## src/rtl/phase_pkg.sv

```systemverilog
// Shared definitions for the phase link: word layout and sender FSM states,
// common to the transmit and receive sides.
package phase_pkg;

  localparam int PHASE_W = 8;
  localparam int CHAN_W  = 8;

  typedef struct packed {
    logic [CHAN_W-1:0]  channel;
    logic [PHASE_W-1:0] phase;
  } phase_word_t;

  typedef enum logic [0:0] {
    IDLE = 1'b0,
    SEND = 1'b1
  } sender_state_t;

  function automatic phase_word_t make_word(
    input logic [CHAN_W-1:0]  channel,
    input logic [PHASE_W-1:0] phase
  );
    phase_word_t word;
    word.channel = channel;
    word.phase   = phase;
    return word;
  endfunction

endpackage

```

## src/rtl/phase_stage_bank.sv

```systemverilog
// Staging registers with per-channel dirty bits. The snapshot view includes a
// same-cycle load so a load coinciding with a snapshot is never lost.
module phase_stage_bank
  import phase_pkg::*;
#(
  parameter int NUM_CHANNELS = 64
) (
  input  logic                                    clk,
  input  logic                                    rst,
  input  logic                                    load_en,
  input  logic [CHAN_W-1:0]                       load_channel,
  input  logic [PHASE_W-1:0]                      load_phase,
  input  logic                                    snap,
  output logic [NUM_CHANNELS-1:0][PHASE_W-1:0]    snap_phase,
  output logic [NUM_CHANNELS-1:0]                 snap_dirty
);

  logic [NUM_CHANNELS-1:0][PHASE_W-1:0] phase_r;
  logic [NUM_CHANNELS-1:0]              dirty_r;
  logic                                 load_hit_s;

  assign load_hit_s = load_en && ({1'b0, load_channel} < 9'(NUM_CHANNELS));

  // Staging contents as they will be after this cycle's load.
  always_comb begin
    snap_phase = phase_r;
    snap_dirty = dirty_r;
    for (int i = 0; i < NUM_CHANNELS; i++) begin
      if (load_hit_s && (load_channel == 8'(i))) begin
        snap_phase[i] = load_phase;
        snap_dirty[i] = 1'b1;
      end else begin
        snap_phase[i] = phase_r[i];
        snap_dirty[i] = dirty_r[i];
      end
    end
  end

  // A snapshot consumes every dirty bit, including one set by a coincident load.
  always_ff @(posedge clk) begin
    if (rst) begin
      phase_r <= '0;
      dirty_r <= '0;
    end else if (snap) begin
      phase_r <= snap_phase;
      dirty_r <= '0;
    end else begin
      phase_r <= snap_phase;
      dirty_r <= snap_dirty;
    end
  end

endmodule

```

## src/rtl/phase_frame_sender.sv

```systemverilog
// Phase frame sender: snapshots staged channel phases and serializes full or
// delta frames of {channel, phase} words with ready backpressure.
module phase_frame_sender
  import phase_pkg::*;
#(
  parameter int NUM_CHANNELS = 64
) (
  input  logic        clk,
  input  logic        rst,
  input  logic        load_en,
  input  logic [7:0]  load_channel,
  input  logic [7:0]  load_phase,
  input  logic        commit,
  input  logic        commit_full,
  input  logic        ready,
  output logic [15:0] phase_data,
  output logic        en,
  output logic        busy,
  output logic        pending,
  output logic        frame_done
);

  localparam logic [CHAN_W-1:0] LAST_IDX = 8'(NUM_CHANNELS - 1);

  sender_state_t state_r, state_s;
  logic [CHAN_W-1:0] idx_r, idx_s;
  logic pend_r, pend_s;
  logic pend_full_r, pend_full_s;
  logic done_r, done_s;
  logic snap_s, snap_full_s;

  logic [NUM_CHANNELS-1:0][PHASE_W-1:0] active_r;
  logic [NUM_CHANNELS-1:0]              sel_r;
  logic [NUM_CHANNELS-1:0][PHASE_W-1:0] snap_phase_s;
  logic [NUM_CHANNELS-1:0]              snap_dirty_s;

  logic               cur_sel_s;
  logic [PHASE_W-1:0] cur_phase_s;
  phase_word_t        word_s;

  phase_stage_bank #(
    .NUM_CHANNELS (NUM_CHANNELS)
  ) u_stage (
    .clk          (clk),
    .rst          (rst),
    .load_en      (load_en),
    .load_channel (load_channel),
    .load_phase   (load_phase),
    .snap         (snap_s),
    .snap_phase   (snap_phase_s),
    .snap_dirty   (snap_dirty_s)
  );

  // Select and phase of the channel currently under the scan pointer.
  always_comb begin
    cur_sel_s   = 1'b0;
    cur_phase_s = '0;
    for (int i = 0; i < NUM_CHANNELS; i++) begin
      if (idx_r == 8'(i)) begin
        cur_sel_s   = sel_r[i];
        cur_phase_s = active_r[i];
      end else begin
        cur_sel_s   = cur_sel_s;
        cur_phase_s = cur_phase_s;
      end
    end
  end

  assign word_s     = make_word(idx_r, cur_phase_s);
  assign en         = (state_r == SEND) && cur_sel_s;
  assign phase_data = en ? word_s : 16'h0000;
  assign busy       = (state_r == SEND);
  assign pending    = pend_r;
  assign frame_done = done_r;

  // Next-state logic: snapshot on commit or queued commit, scan, merge commits.
  always_comb begin
    state_s     = state_r;
    idx_s       = idx_r;
    pend_s      = pend_r;
    pend_full_s = pend_full_r;
    done_s      = 1'b0;
    snap_s      = 1'b0;
    snap_full_s = 1'b0;
    case (state_r)
      IDLE: begin
        if (commit || pend_r) begin
          snap_s      = 1'b1;
          snap_full_s = (commit && commit_full) || (pend_r && pend_full_r);
          idx_s       = '0;
          pend_s      = 1'b0;
          pend_full_s = 1'b0;
          state_s     = SEND;
        end else begin
          idx_s = '0;
        end
      end
      SEND: begin
        if (commit) begin
          pend_s      = 1'b1;
          pend_full_s = pend_full_r || commit_full;
        end else begin
          pend_s = pend_r;
        end
        // Skipped channels advance unconditionally; selected ones wait for ready.
        if (!cur_sel_s || ready) begin
          if (idx_r == LAST_IDX) begin
            state_s = IDLE;
            idx_s   = '0;
            done_s  = 1'b1;
          end else begin
            idx_s = idx_r + 8'd1;
          end
        end else begin
          idx_s = idx_r;
        end
      end
      default: begin
        state_s     = IDLE;
        idx_s       = '0;
        pend_s      = 1'b0;
        pend_full_s = 1'b0;
      end
    endcase
  end

  // FSM, scan pointer and queued-commit registers.
  always_ff @(posedge clk) begin
    if (rst) begin
      state_r     <= IDLE;
      idx_r       <= '0;
      pend_r      <= 1'b0;
      pend_full_r <= 1'b0;
      done_r      <= 1'b0;
    end else begin
      state_r     <= state_s;
      idx_r       <= idx_s;
      pend_r      <= pend_s;
      pend_full_r <= pend_full_s;
      done_r      <= done_s;
    end
  end

  // Active bank and select mask, loaded only at a snapshot.
  always_ff @(posedge clk) begin
    if (rst) begin
      active_r <= '0;
      sel_r    <= '0;
    end else if (snap_s) begin
      active_r <= snap_phase_s;
      sel_r    <= snap_full_s ? {NUM_CHANNELS{1'b1}} : snap_dirty_s;
    end else begin
      active_r <= active_r;
      sel_r    <= sel_r;
    end
  end

endmodule
```

## config.mk

```make
export PLATFORM = sky130hd
export DESIGN_NAME = phase_frame_sender
export DESIGN_NICKNAME = d
export VERILOG_FILES = /design/src/rtl/phase_pkg.sv /design/src/rtl/phase_stage_bank.sv /design/src/rtl/phase_frame_sender.sv
export SDC_FILE = /design/constraint.sdc
export NUM_CORES = 2
export LEC_CHECK = 0
export BUFFER_PORTS_ARGS = -buffer_cell sky130_fd_sc_hd__buf_2
export CORE_ASPECT_RATIO = 1.25
export CORE_MARGIN = 3
export CORE_UTILIZATION = 63
export DETAILED_ROUTE_END_ITERATION = 6
export PLACE_DENSITY = 0.79
export SYNTH_ARGS = -nofsm -noshare
export SYNTH_HDL_FRONTEND = slang
export SYNTH_SLANG_ARGS = --single-unit
export TNS_END_PERCENT = 20
```

## constraint.sdc

```tcl
create_clock -name clk -period 3.36 [get_ports clk]
set_clock_uncertainty 0.1 [all_clocks]
set_input_delay 0.168 -clock clk [delete_from_list [all_inputs] [get_ports clk]]
set_output_delay 0.168 -clock clk [all_outputs]
set_load 0.03 [all_outputs]
```

==> flow_summary.json <==
{
  "cp-start-kind": "register",
  "max_freq_mhz": 228,
  "cp_top_family": "simple AND/OR/NAND/NOR gates",
  "muxShareOfSynthArea_pct": 0.0221,
  "final_common_cell": "nand2_1",
  "synth_xor_area_share_pct": 0.0581,
  "power_frac_seq_pct": 50.0,
  "grt_pass1_wl_um": 308000,
  "vias": 48160,
  "synth_ff_type": "dfxtp_1",
  "cts_sinks": 1164,
  "internal-power_mw": 22.4,
  "status": "finished, violations left",
  "synth_warnings": 0,
  "hold_path.class": "input port to register",
  "crit_buf_inv": 6,
  "failed_checks": "DRC, setup timing",
  "first_global_vias": 47114,
  "place_congestion": 1.12,
  "slowest_delay_ps": 400,
  "antenna_found_initial": 11,
  "clk_latency_ps": 720,
  "clkPwrFrac_pct": 42.1,
  "fin_cells": 6799,
  "io_pins": 42,
  "postLayoutCoreUtil_pct": 79.4,
  "grtUsageTotal_pct": 55.8,
  "multi_input_area_um2": 21300,
  "syn_area_per_cell_um2": 8.58,
  "finalCriticalPeriod_ps": 4390,
  "worst_pin_slew_ps": 1250,
  "maxSlewHeadroom_pct": 16.6,
  "fillers": 4399,
  "drc": 45,
  "cts-root-buf": "clkbuf_16",
  "drive_gt1_share_pct": 20.0,
  "synth_compound_area_share_pct": 26.3,
  "cts_buffers": 104,
  "initial_core_util_pct": 63.7,
  "drt-initial-drc-count": 8058,
  "dieArea_um2": 75000,
  "h-tree-depth": 3,
  "wl_um": 214000,
  "max_cap_viol_count": 0,
  "setup_viol": 18,
  "p_comb_share_pct": 7.9,
  "power.total_mw": 30.1,
  "yosys.area_share.simple_pct": 17.9,
  "place_area_um2": 50500,
  "wire_per_inst_um": 31.5,
  "fp.dieH_um": 305,
  "synth_top_family_by_area": "compound AO/OA/AOI/OAI gates",
  "grt_max_degree": 192,
  "irDropWorstVdd_uv": 600,
  "hpwl_um": 141000,
  "final-seq-area_um2": 23300,
  "hold_violations": 0,
  "cts_max_path_buffers": 3,
  "syn2layout_area_growth_pct": 24.6,
  "post-route-cell-area_um2": 56300,
  "endpoint_kind": "primary output",
  "nNetsFinal": 5786,
  "finalCritPeriodShare_pct": 131,
  "worstPathArrival_ps": 4120,
  "yosys.area_share.adder_pct": 0.111,
  "synth-seq-cells": 1164,
  "leakage_nw": 23.1,
  "fp.coreArea_um2": 70900,
  "io_buffers": 39,
  "worstPathRequired_ps": 3090,
  "layout_common_cells": "1257 x nand2_1, 1160 x dfxtp_1, 655 x buf_4, 601 x a21oi_1, 515 x o22a_1",
  "ant_nets": 0,
  "p_sw_mw": 7.69,
  "worstPathMaxFanout": 14,
  "synth_edf_count": 0,
  "slew_viol_final": 0,
  "drtPass1Iterations": 7,
  "setup_ws_ps": -1030,
  "tritoncts": "yes",
  "crit_top_cell": "buf_6",
  "die_width_um": 246,
  "avgViaCountPerCell": 7.08,
  "ys_types": 96,
  "powerDensity_nw_per_um2": 534,
  "worstSetupPathType": "register to primary output",
  "clkTransAtPathRegs_ps": 70,
  "syn-instance-count": 5266,
  "rsz0062_at_grt": "true",
  "overflow": 0,
  "ys_seq_area_share_pct": 51.6,
  "async_reset_ff_share_pct": 0,
  "syn_area_um2": 45200,
  "num_rows": 109,
  "dp_cells": 6523,
  "swShare_pct": 25.5,
  "slowest_stage": "dfxtp_4",
  "cp_cell_sequence": "inv_4 > ha_4 > buf_4 > buf_6 > nand3b_2 > buf_12 > o21ai_2 > or3_4 > a21oi_2 > a2111oi_1 > buf_2 > o31ai_4 > o2111ai_4 > and3_4 > nor3_4 > buf_6"
}
==> kinds of logic after synthesis <==
kind of cell	Yosys count
multiplexers	1
flip-flops	1164
AO/OA/AOI/OAI	1714
buffers and inverters	425
other	1
adder cells (fa/ha/maj)	4
AND/OR/NAND/NOR	1954
XOR/XNOR	3
==> final cells by class <==
| type | count | share of cell area (%) |
|---|---|---|
| Antenna cell | 13 | 0.0577 |
| Clock buffer | 151 | 5.47 |
| Clock inverter | 38 | 0.944 |
| Inverter | 21 | 0.160 |
| Multi-Input combinational cell | 3678 | 37.8 |
| Sequential cell | 1164 | 41.4 |
| Tap cell | 943 | 2.09 |
| Timing Repair Buffer | 791 | 12.1 |
==> worst reg2reg max path, stage by stage, from the launching register on <==
cell      delay [ps]
dfxtp_4          380
inv_4             90
ha_4             150
buf_12           150
buf_12           140
buf_4            130
buf_4            100
or3b_1           330
a2111o_1         370
a32o_2           260
a21oi_2          160
a31o_2           160
o32a_1           290
buf_6            180
nor3_1            70
buf_4            170
a211o_1          300
==> per-stage QoR <==
step	setup TNS (ps)	setup slack (ps)	hold slack [ps]
global placement	-9700	-1290	336
global route	-14820	-1030	108
finish	-14160	-1030	125
detailed placement	-10560	-1000	347
floorplan	-522	-149	208
CTS	-11850	-828	107
==> per-layer routing <==
| layer | wire, µm | global-route usage [%] |
|---|---|---|
| met1 | 68100 | 62.0 |
| met2 | 90000 | 82.4 |
| met3 | 28700 | 19.3 |
| met4 | 27200 | 53.7 |
| met5 | 198 | 1.34 |
==> registers in the layout (all words and copies together) (netlist names) <==
signal / count
active_r: 512
u_stage.phase_r: 512
sel_r: 64
u_stage.dirty_r: 64
idx_r: 8
busy: 1
frame_done: 1
pend_full_r: 1
pending: 1
==> power by group through the flow <==
stage	Clock, mW	Combinational, mW	Sequential (mW)
after floorplan	0	1.31	14.9
after global placement	0	2.04	15.2
after detailed placement	0	2.08	15.3
after CTS	12.5	2.21	15.0
after global routing	13.1	2.43	15.0
final	12.7	2.38	15.0
==> path summary, 6_finish.rpt <==
kind | to | depth (start not counted) | slack, ps | start
worst max-delay path | phase_data[6] | 16 | -1030 | idx_r[0]
worst min-delay path | u_stage.phase_r[161] | 3 | 120 | load_phase[1]
worst max register to register | idx_r[3] | 16 | -290 | idx_r[0]
worst min register to register | u_stage.phase_r[483] | 2 | 360 | u_stage.phase_r[483]
==> repair_timing <==
item                                   CTS  global route
hold buffers                            13             0
resized for setup                      212           132
pin swaps                               59            71
buffers inserted                        41            22
setup endpoints to repair               22            22
endpoints found under the hold margin  186             0
gates cloned                             1             2
==> synthesized netlist by cell type, types with 7 or more instances <==
cell type  number  area (µm²)
buf_1          44         165
nor2_1        416        1560
a211oi_1       85         638
a31oi_1        23         144
nand4_1        14        87.6
o211ai_1       31         233
o22a_1        515        4510
o22ai_1        53         332
inv_1          21        78.8
or3_1           9        56.3
buf_4          15         113
nor4_1          8        50.1
and3_1         16         100
and3b_1         9        78.8
nor3_1         68         340
o31ai_1        10        75.1
clkbuf_1      278        1040
nand2_1      1264        4740
nand3b_1        9        67.6
a22oi_1        31         233
a221o_1        15         150
buf_6          13         146
a221oi_1       38         333
nand3_1        61         305
a2bb2oi_1       7        61.3
a2111oi_0       9        78.8
o21ai_1         9        45.0
dfxtp_1      1164       23300
o21a_1          8        60.1
buf_2          54         270
o2111ai_1      12         105
nor2b_1        14        87.6
o221ai_1       26         228
a21oi_1       611        3060
o21ai_0       132         661
a22o_1          8        70.1
nand2b_1       13        81.3
a311oi_1       10        87.6
Note: power is estimated with default switching activity, not from simulation.
